--- src/rtl/fir_pkg.sv ---
// Shared constants and state type for the split-FIR result collector.
package fir_pkg;

  localparam int unsigned ACC_W   = 16;
  localparam int unsigned OUT_W   = 16;
  localparam int unsigned NUM_MOD = 4;

  typedef enum logic [1:0] {
    COLLECT,
    ADD,
    HOLD
  } state_e;

endpackage

--- src/rtl/fir_sat.sv ---
// Combinational signed saturation from IN_W bits down to OUT_W bits (IN_W >= OUT_W).
module fir_sat #(
  parameter int unsigned IN_W  = 18,
  parameter int unsigned OUT_W = 16
) (
  input  logic signed [IN_W-1:0]  i_val,
  output logic signed [OUT_W-1:0] o_val
);

  localparam logic signed [IN_W-1:0] MaxV = {{(IN_W-OUT_W+1){1'b0}}, {(OUT_W-1){1'b1}}};
  localparam logic signed [IN_W-1:0] MinV = {{(IN_W-OUT_W+1){1'b1}}, {(OUT_W-1){1'b0}}};

  always_comb begin
    if (i_val > MaxV) begin
      o_val = MaxV[OUT_W-1:0];
    end else if (i_val < MinV) begin
      o_val = MinV[OUT_W-1:0];
    end else begin
      o_val = i_val[OUT_W-1:0];
    end
  end

endmodule

--- src/rtl/fir_result_collector.sv ---
// Captures the four MAC partial sums, adds them in two stages, saturates and
// presents the sample on a valid/ready port.
module fir_result_collector
  import fir_pkg::*;
(
  input  logic             iClk,
  input  logic             iRst,
  input  logic             iClr,
  input  logic             iMacValid1,
  input  logic             iMacValid2,
  input  logic             iMacValid3,
  input  logic             iMacValid4,
  input  logic [ACC_W-1:0] iMac1,
  input  logic [ACC_W-1:0] iMac2,
  input  logic [ACC_W-1:0] iMac3,
  input  logic [ACC_W-1:0] iMac4,
  input  logic             iFirReady,
  output logic             oFirValid,
  output logic [OUT_W-1:0] oFirOut,
  output logic             oBusy,
  output logic             oOverrun
);

  localparam int unsigned S_W = ACC_W + 1;
  localparam int unsigned T_W = ACC_W + 2;

  state_e                    r_state;
  state_e                    w_state_d;
  logic [NUM_MOD-1:0]        r_mask;
  logic [NUM_MOD-1:0]        w_mask_d;
  logic signed [ACC_W-1:0]   r_cap [NUM_MOD];
  logic signed [S_W-1:0]     r_s01;
  logic signed [S_W-1:0]     r_s23;
  logic [OUT_W-1:0]          r_out;
  logic                      r_valid;
  logic                      r_overrun;

  logic [NUM_MOD-1:0]        w_valid;
  logic signed [ACC_W-1:0]   w_mac [NUM_MOD];
  logic [NUM_MOD-1:0]        w_cap_en;
  logic [NUM_MOD-1:0]        w_dup;
  logic                      w_xfer;
  logic                      w_load;
  logic signed [T_W-1:0]     w_total;
  logic signed [OUT_W-1:0]   w_sat;

  always_comb begin
    w_valid  = {iMacValid4, iMacValid3, iMacValid2, iMacValid1};
    w_mac[0] = iMac1;
    w_mac[1] = iMac2;
    w_mac[2] = iMac3;
    w_mac[3] = iMac4;
  end

  // iClr suppresses both capture and duplicate reporting in its cycle.
  always_comb begin
    w_cap_en = w_valid & ~r_mask & {NUM_MOD{~iClr}};
    w_dup    = w_valid & r_mask & {NUM_MOD{~iClr}};
  end

  always_comb begin
    w_state_d = r_state;
    w_xfer    = 1'b0;
    w_load    = 1'b0;
    unique case (r_state)
      COLLECT: begin
        if ((&r_mask) && !iClr) begin
          w_xfer    = 1'b1;
          w_state_d = ADD;
        end
      end
      ADD: begin
        w_load    = 1'b1;
        w_state_d = HOLD;
      end
      HOLD: begin
        if (iFirReady) begin
          w_state_d = COLLECT;
        end
      end
      default: w_state_d = COLLECT;
    endcase
  end

  always_comb begin
    if (iClr || w_xfer) begin
      w_mask_d = '0;
    end else begin
      w_mask_d = r_mask | w_cap_en;
    end
  end

  always_comb begin
    w_total = {r_s01[S_W-1], r_s01} + {r_s23[S_W-1], r_s23};
  end

  fir_sat #(
    .IN_W  (T_W),
    .OUT_W (OUT_W)
  ) u_sat (
    .i_val (w_total),
    .o_val (w_sat)
  );

  always_ff @(posedge iClk) begin
    if (iRst) begin
      r_state <= COLLECT;
    end else begin
      r_state <= w_state_d;
    end
  end

  always_ff @(posedge iClk) begin
    if (iRst) begin
      r_mask    <= '0;
      r_s01     <= '0;
      r_s23     <= '0;
      r_out     <= '0;
      r_valid   <= 1'b0;
      r_overrun <= 1'b0;
      for (int n = 0; n < NUM_MOD; n++) begin
        r_cap[n] <= '0;
      end
    end else begin
      r_mask    <= w_mask_d;
      r_overrun <= |w_dup;
      for (int n = 0; n < NUM_MOD; n++) begin
        if (iClr) begin
          r_cap[n] <= '0;
        end else if (w_cap_en[n]) begin
          r_cap[n] <= w_mac[n];
        end
      end
      if (w_xfer) begin
        r_s01 <= {r_cap[0][ACC_W-1], r_cap[0]} + {r_cap[1][ACC_W-1], r_cap[1]};
        r_s23 <= {r_cap[2][ACC_W-1], r_cap[2]} + {r_cap[3][ACC_W-1], r_cap[3]};
      end
      if (w_load) begin
        r_out   <= w_sat;
        r_valid <= 1'b1;
      end else if ((r_state == HOLD) && iFirReady) begin
        r_valid <= 1'b0;
      end
    end
  end

  assign oFirValid = r_valid;
  assign oFirOut   = r_out;
  assign oBusy     = (r_state != COLLECT);
  assign oOverrun  = r_overrun;

endmodule

--- config.mk ---
export PLATFORM = sky130hd
export DESIGN_NAME = fir_result_collector
export DESIGN_NICKNAME = d
export VERILOG_FILES = /design/src/rtl/fir_pkg.sv /design/src/rtl/fir_sat.sv /design/src/rtl/fir_result_collector.sv
export SDC_FILE = /design/constraint.sdc
export NUM_CORES = 1
export LEC_CHECK = 0
export ABC_CLOCK_PERIOD_IN_PS = 3500
export BUFFER_PORTS_ARGS = -buffer_cell sky130_fd_sc_hd__buf_4
export CORE_MARGIN = 1.5
export CORE_UTILIZATION = 50
export CTS_CLUSTER_SIZE = 28
export DETAILED_ROUTE_END_ITERATION = 7
export PLACE_DENSITY_LB_ADDON = 0.3
export SYNTH_ARGS = -nofsm -noshare
export SYNTH_HDL_FRONTEND = slang
export SYNTH_SLANG_ARGS = --single-unit
--- constraint.sdc ---
create_clock -name iClk -period 3.5 [get_ports iClk]
set_clock_uncertainty 0.05 [all_clocks]
set_input_delay 0.35 -clock iClk [delete_from_list [all_inputs] [get_ports iClk]]
set_output_delay 0.35 -clock iClk [all_outputs]
set_load 0.02 [all_outputs]
==> results of run 1 <==
cell families after synthesis:
group	count (synthesis)	synth area share [%]
AOI/OAI and AO/OA	154	17.0
buffers and inverters	41	2.86
adders and majority gates	52	10.2
and+or+nand+nor	253	19.1
DFF	122	46.7
muxes	1	0.152
xor gates and xnor gates	30	3.98
per-stage QoR:
step	cell area, sq um	worst slack, ns
after floorplan	6600	0.713
after global placement	7400	0.509
after detailed placement	7400	0.433
after CTS	7920	0.382
after global routing	7920	0.0589
final	7920	0.386
placed cells by master, fill, tap and decap left out, drive strengths merged, types with 4 or more instances in the layout:
cell type  count
edfxtp        64
o21a           8
a21o           8
or3            6
clkbuf        20
o21bai         5
a311oi         9
dfxtp         58
ha            49
nand2         61
nor3          10
xor2           7
a211oi        17
buf           93
inv           21
nand3          4
nor2b          8
xnor2         23
clkinvlp       4
nand2b        11
a21oi         58
nor2          69
clkinv         8
o21ai         23
and2          67
path summary, 6_finish.rpt:
check	from	to	slack (ns)	cells past startpoint
setup / recovery	r_s01[0]$_SDFFE_PP0P_	oFirOut[12]$_SDFFE_PP0P_	0.39	12
hold / removal	iMacValid2	r_mask[1]$_SDFF_PP0_	0.13	3
hold reg to reg	r_s23[11]$_SDFFE_PP0P_	r_s23[11]$_SDFFE_PP0P_	0.41	2
setup reg to reg	r_s01[0]$_SDFFE_PP0P_	oFirOut[12]$_SDFFE_PP0P_	0.39	12
area by class of cell:
class	instances	area (sq um)	area share [%]
Clock buffer	20	437	5.51
Clock inverter	12	78.8	0.995
Inverter	21	78.8	0.995
Multi-Input combinational cell	490	3330	42.0
Sequential cell	122	3080	38.9
Tap cell	172	215	2.72
Timing Repair Buffer	93	698	8.82
worst max-delay path: stages, from the launching register on:
cell and delay, ns:
dfxtp_1 0.33, ha_1 0.21, inv_1 0.07, fa_1 0.39, nor2b_1 0.17, o2111ai_1 0.18
a311oi_1 0.32, or2_2 0.21, a21oi_1 0.07, a21oi_1 0.16, xnor2_1 0.15, o31a_4 0.46
a311oi_1 0.25
where the power goes:
group / internal [mW] / switching (mW) / total [mW]
combinational: 0.136 / 0.137 / 0.273
clock: 0.894 / 0.635 / 1.53
sequential: 1.55 / 0.0181 / 1.57
flip-flops by register name, summed over array words and instances, names as in the netlist:
signal     count
r_cap         64
oOverrun       1
r_mask         4
oFirOut       16
r_state        2
r_s01         17
oFirValid      1
r_s23         17
Yosys cell counts (9+ instances only):
library cell	n	area share (%)
nand2_1	61	3.5
nor3_1	10	0.76
nor2_1	69	3.9
a311oi_1	9	1.2
xnor2_1	23	3.1
ha_1	49	9.3
and2_1	66	6.3
inv_1	21	1.2
edfxtp_1	64	29
nand2b_1	11	1.0
clkbuf_1	15	0.85
a211oi_2	10	1.9
dfxtp_1	58	18
a21oi_1	58	4.4
o21ai_0	22	1.7
layer usage:
layer	share of wire (%)	vias to the layer above	routed length, um	global-route usage (%)
li1	-	2514	-	-
met1	45	2264	6410	26.8
met2	48	120	6790	35.4
met3	4.7	21	671	4.51
met4	2.1	0	293	9.45
met5	0	-	0	0
==> summary.txt, run 1 <==
Status - completed
Prevailing post-synth register cell - edfxtp_1
Die Wd - 118 um
Hold-fix buffers at CTS - 0
Wirelength per Cell - 15.2 um
RSZ-0062 raised after global routing - no
Placed cell count - 898
Crit path launch type - flop
Final std cells w/o fill - 930
Core box area - 12800 sq um
Worst-margin pin slew - 0.882 ns
Detailed Route WL - 14200 um
Worst-path maximum fanout - 15
Total congestion overflow - 0
Antenna Cells - 0
Post-route minimum period - 3.11 ns
EDFF count, synth - 64
Via/cell ratio - 5.29
Initial Util - 51.7%
Total track usage - 21.3%
Layout cell share with drive strength beyond 1 - 19.3%
Worst path arrival time - 3.39 ns
Layout Utilization - 62.0%
ANT nets after route - 0
Clk slew on worst S/H paths - 0.06 ns
Post-route setup TNS - 0 ns
Vias in the first global route - 4955
Relative slew slack - 41.0%
IO buf count - 90
CTS tree - built
Register area share after synthesis - 46.7%
Resized cells post-CTS - 0
DRC viols - 0
Sink Count - 122
Vias - 4919
Syn_nets - 777
Number of distinct library cells after synthesis - 61
FF+latch count, synth - 122
LEAKAGE - 3.41 nW
Final setup vio count - 0
I/O pin cnt - 91
Worst Path Required - 3.77 ns
Final Cycle Share - 89.0%
Clock Path Buffers - 2
Initial antenna violation count - 0
Worst hold path class - input port to flop
H-tree Lvls - 4
Initial detailed-routing violation count - 381
Final Power - 3.37 mW
Fin Hold WS - 0.127 ns
Fin. Hold Viols - 0
Pwr per Cell Area - 426 nW/um^2
Post-CTS Setup Repair Bufs - 0
Crit. End Element - flop
Global-route wire length before repair - 23600 um
Clock buffer count from CTS - 17
Peak supply drop - 0.000312 V
HPWL Detailed - 10500 um
Largest net degree at the start of global routing - 44
Num rows - 41
Drt pass-1 iters - 4
Die Span Y - 118 um
Root buf cell - clkbuf_16
Max Cap Viol - 0
Mean area per synthesized cell - 10.1 sq um
Yosys warning total - 0
Fin. max-slew vios - 0
DIE AREA - 13900 sq um
Crit Path Class - flop to flop
Worst skew pair latency - 0.43 ns
Synth Instances - 653
Max frequency - 0.321 GHz
Filler Cell Count - 1065
Fin nets - 869
Ys async rst share - 0%
Mapped Area - 6600 sq um
Area Growth Syn to Fin - 20.0%
RePlAce Congestion - 0.845
(Power assumes the default switching activity.)
==> run 2, diff against run 1 <==
Settings changed: ABC_CLOCK_PERIOD_IN_PS 3500 to 3400, CTS_BUF_LIST set to sky130_fd_sc_hd__clkbuf_8, GPL_TIMING_DRIVEN set to 0.
Clock period 3.5 ns to 3.4 ns, I/O delays scaled along.
==> summary.txt, run 2 (synthesized netlist as in run 1, its figures left out) <==
Status - completed
Largest net degree at the start of global routing - 17 (-61%)
Layout Utilization - 61.7% (-0.27 points)
Detailed Route WL - 14400 um (+1.8%)
Clock buffer count from CTS - 17 (unchanged)
Crit-path max cell delay - 0.41 ns (-0.05 ns)
Most frequent cells in the layout - 91 x buf_4, 69 x nor2_1, 66 x and2_1
ANT nets after route - 0 (unchanged)
Worst skew pair latency - 0.44 ns (about the same)
Resized cells post-CTS - 0 (unchanged)
Pwr per Cell Area - 405 nW/um^2 (-5.0%)
Global-route wire length before repair - 23800 um (+0.76%)
Crit Path Class - flop to flop
Final Power - 3.19 mW (-5.4%)
Sequential Power Share - 50.6% (+4.0 points)
DRC viols - 0 (unchanged)
Core box area - 12800 sq um (unchanged)
Wirelength per Cell - 15.2 um (about the same)
Number of flip-flops in the largest register - 64 (unchanged)
DIE AREA - 13900 sq um (unchanged)
Layout cell share with drive strength beyond 1 - 19.2% (-0.035 points)
CP cell instances - ha_1, inv_1, fa_1, nor2b_1, o2111ai_1, a311oi_1, or2_2, a21oi_1, a21oi_1, xnor2_1, o31a_4, buf_6, a211oi_2
Post-CTS Setup Repair Bufs - 0 (unchanged)
IO buf count - 90 (unchanged)
Die Wd - 118 um (unchanged)
Area Growth Syn to Fin - 19.5%
Max frequency - 0.314 GHz (-2.1%)
H-tree Lvls - 4 (unchanged)
LEAKAGE - 3.39 nW (-0.51%)
Peak supply drop - 0.000263 V (-16%)
Die Span Y - 118 um (unchanged)
Antenna Cells - 0 (unchanged)
RSZ-0062 raised after global routing - no
Fin Hold WS - 0.113 ns (-0.0141 ns)
I/O pin cnt - 91 (unchanged)
Worst path bufs/invs - 2 (+1)
Root buf cell - clkbuf_8
Hold-fix buffers at CTS - 0 (unchanged)
Crit path launch type - flop
Most common cell after layout, fill and taps aside - buf_4
Fin. Hold Viols - 0 (unchanged)
Initial antenna violation count - 0 (unchanged)
Num rows - 41 (unchanged)
Initial Util - 51.7% (unchanged)
Clk slew on worst S/H paths - 0.07 ns (about the same)
Worst Path Required - 3.72 ns (-0.05 ns)
Fin. max-slew vios - 0 (unchanged)
Total congestion overflow - 0 (unchanged)
Worst-path maximum fanout - 10 (-5)
Max Cap Viol - 0 (unchanged)
HPWL Detailed - 11000 um (+4.5%)
Slowest cell on the critical path - fa_1
Largest registers - r_cap x64, r_s01 x17, r_s23 x17
Sink Count - 122 (unchanged)
Drt pass-1 iters - 4 (unchanged)
Clock Path Buffers - 2 (unchanged)
Crit. End Element - flop
Worst hold path class - input port to flop
Total track usage - 21.5% (+0.18 points)
Sw Share - 23.3% (-0.13 points)
Critical path's top delay family - compound AO/OA/AOI/OAI gates
CTS tree - built
Int Power - 2.45 mW (-5.2%)
Vias - 5093 (+3.5%)
Final Cycle Share - 93.6% (+4.6 points)
NetSw - 0.744 mW (-5.9%)
Fin nets - 886 (+2.0%)
Relative slew slack - 45.1% (+4.1 points)
Clk network pwr share - 40.4% (-4.9 points)
RePlAce Congestion - 0.844 (-0.20%)
Post-route minimum period - 3.18 ns (+0.0680 ns)
Initial detailed-routing violation count - 225 (-41%)
Vias in the first global route - 4988 (+0.67%)
Post-route setup TNS - 0 ns (unchanged)
Via/cell ratio - 5.38 (+1.7%)
Post-route cell area - 7880 sq um (-0.44%)
Final setup vio count - 0 (unchanged)
Biggest register - r_cap
CP most frequent cell - a21oi_1
Gate power share - 9.0% (+0.9 points)
Worst-margin pin slew - 0.822 ns (-0.0601 ns)
DP Area - 7490 sq um (+1.2%)
Worst path arrival time - 3.50 ns (+0.11 ns)
run 2: cell types whose count changed in the layout (fill, tap and decap cells not counted), sizes merged:
cell	before	now
buf	93	94
bufinv	0	3
clkbuf	20	32
clkinv	8	6
clkinvlp	4	5
dlygate4sd3	0	1
inv	21	22
run 2: worst paths after layout:
check	end	slack [ns]	cells after the start	start
max reg2reg	oFirOut[2]$_SDFFE_PP0P_	0.22	13	r_s23[0]$_SDFFE_PP0P_
max	oFirOut[2]$_SDFFE_PP0P_	0.22	13	r_s23[0]$_SDFFE_PP0P_
min	r_mask[2]$_SDFF_PP0_	0.11	3	iMacValid3
min reg2reg	r_s23[5]$_SDFFE_PP0P_	0.41	2	r_s23[5]$_SDFFE_PP0P_
run 2: power by group through the flow:
stage / logic [mW] / registers, mW / clock network [mW]
floorplan: 0.175 / 1.64 / 0
global placement: 0.278 / 1.65 / 0
detailed placement: 0.286 / 1.65 / 0
CTS: 0.290 / 1.62 / 1.31
global route: 0.322 / 1.62 / 1.37
finish: 0.289 / 1.62 / 1.29
run 2: per-layer routing:
layer	part of all wire, %	global-route usage (%)	vias to the layer above
met2	48	35.4	151
met3	5.3	5.52	14
li1	-	-	2548
met5	0	0	-
met1	45	27.2	2380
met4	1.5	8.16	0
run 2: cell type report:
cell class | count | area (sq um)
clock buffers | 17 | 234
plain buffers | 20 | 110
well taps | 172 | 215
repair buffers | 90 | 676
fillers | 1062 | 4890
clock inverters | 15 | 159
inverters | 21 | 78.8
flip-flops and latches | 122 | 3080
multi-input cells | 490 | 3330
run 2: metrics by stage:
step,worst slack [ns],std cells
2_1_floorplan,0.613,653
3_3_place_gp,0.359,915
3_5_place_dp,0.286,915
4_1_cts,0.262,947
5_1_grt,0.0233,947
6_report,0.218,947
run 2: tightest hold or removal path: cells and delay by family:
family	cells	cell delay, ns
buf+inv	1	0.10
simple gates	1	0.07
compound gates	1	0.06
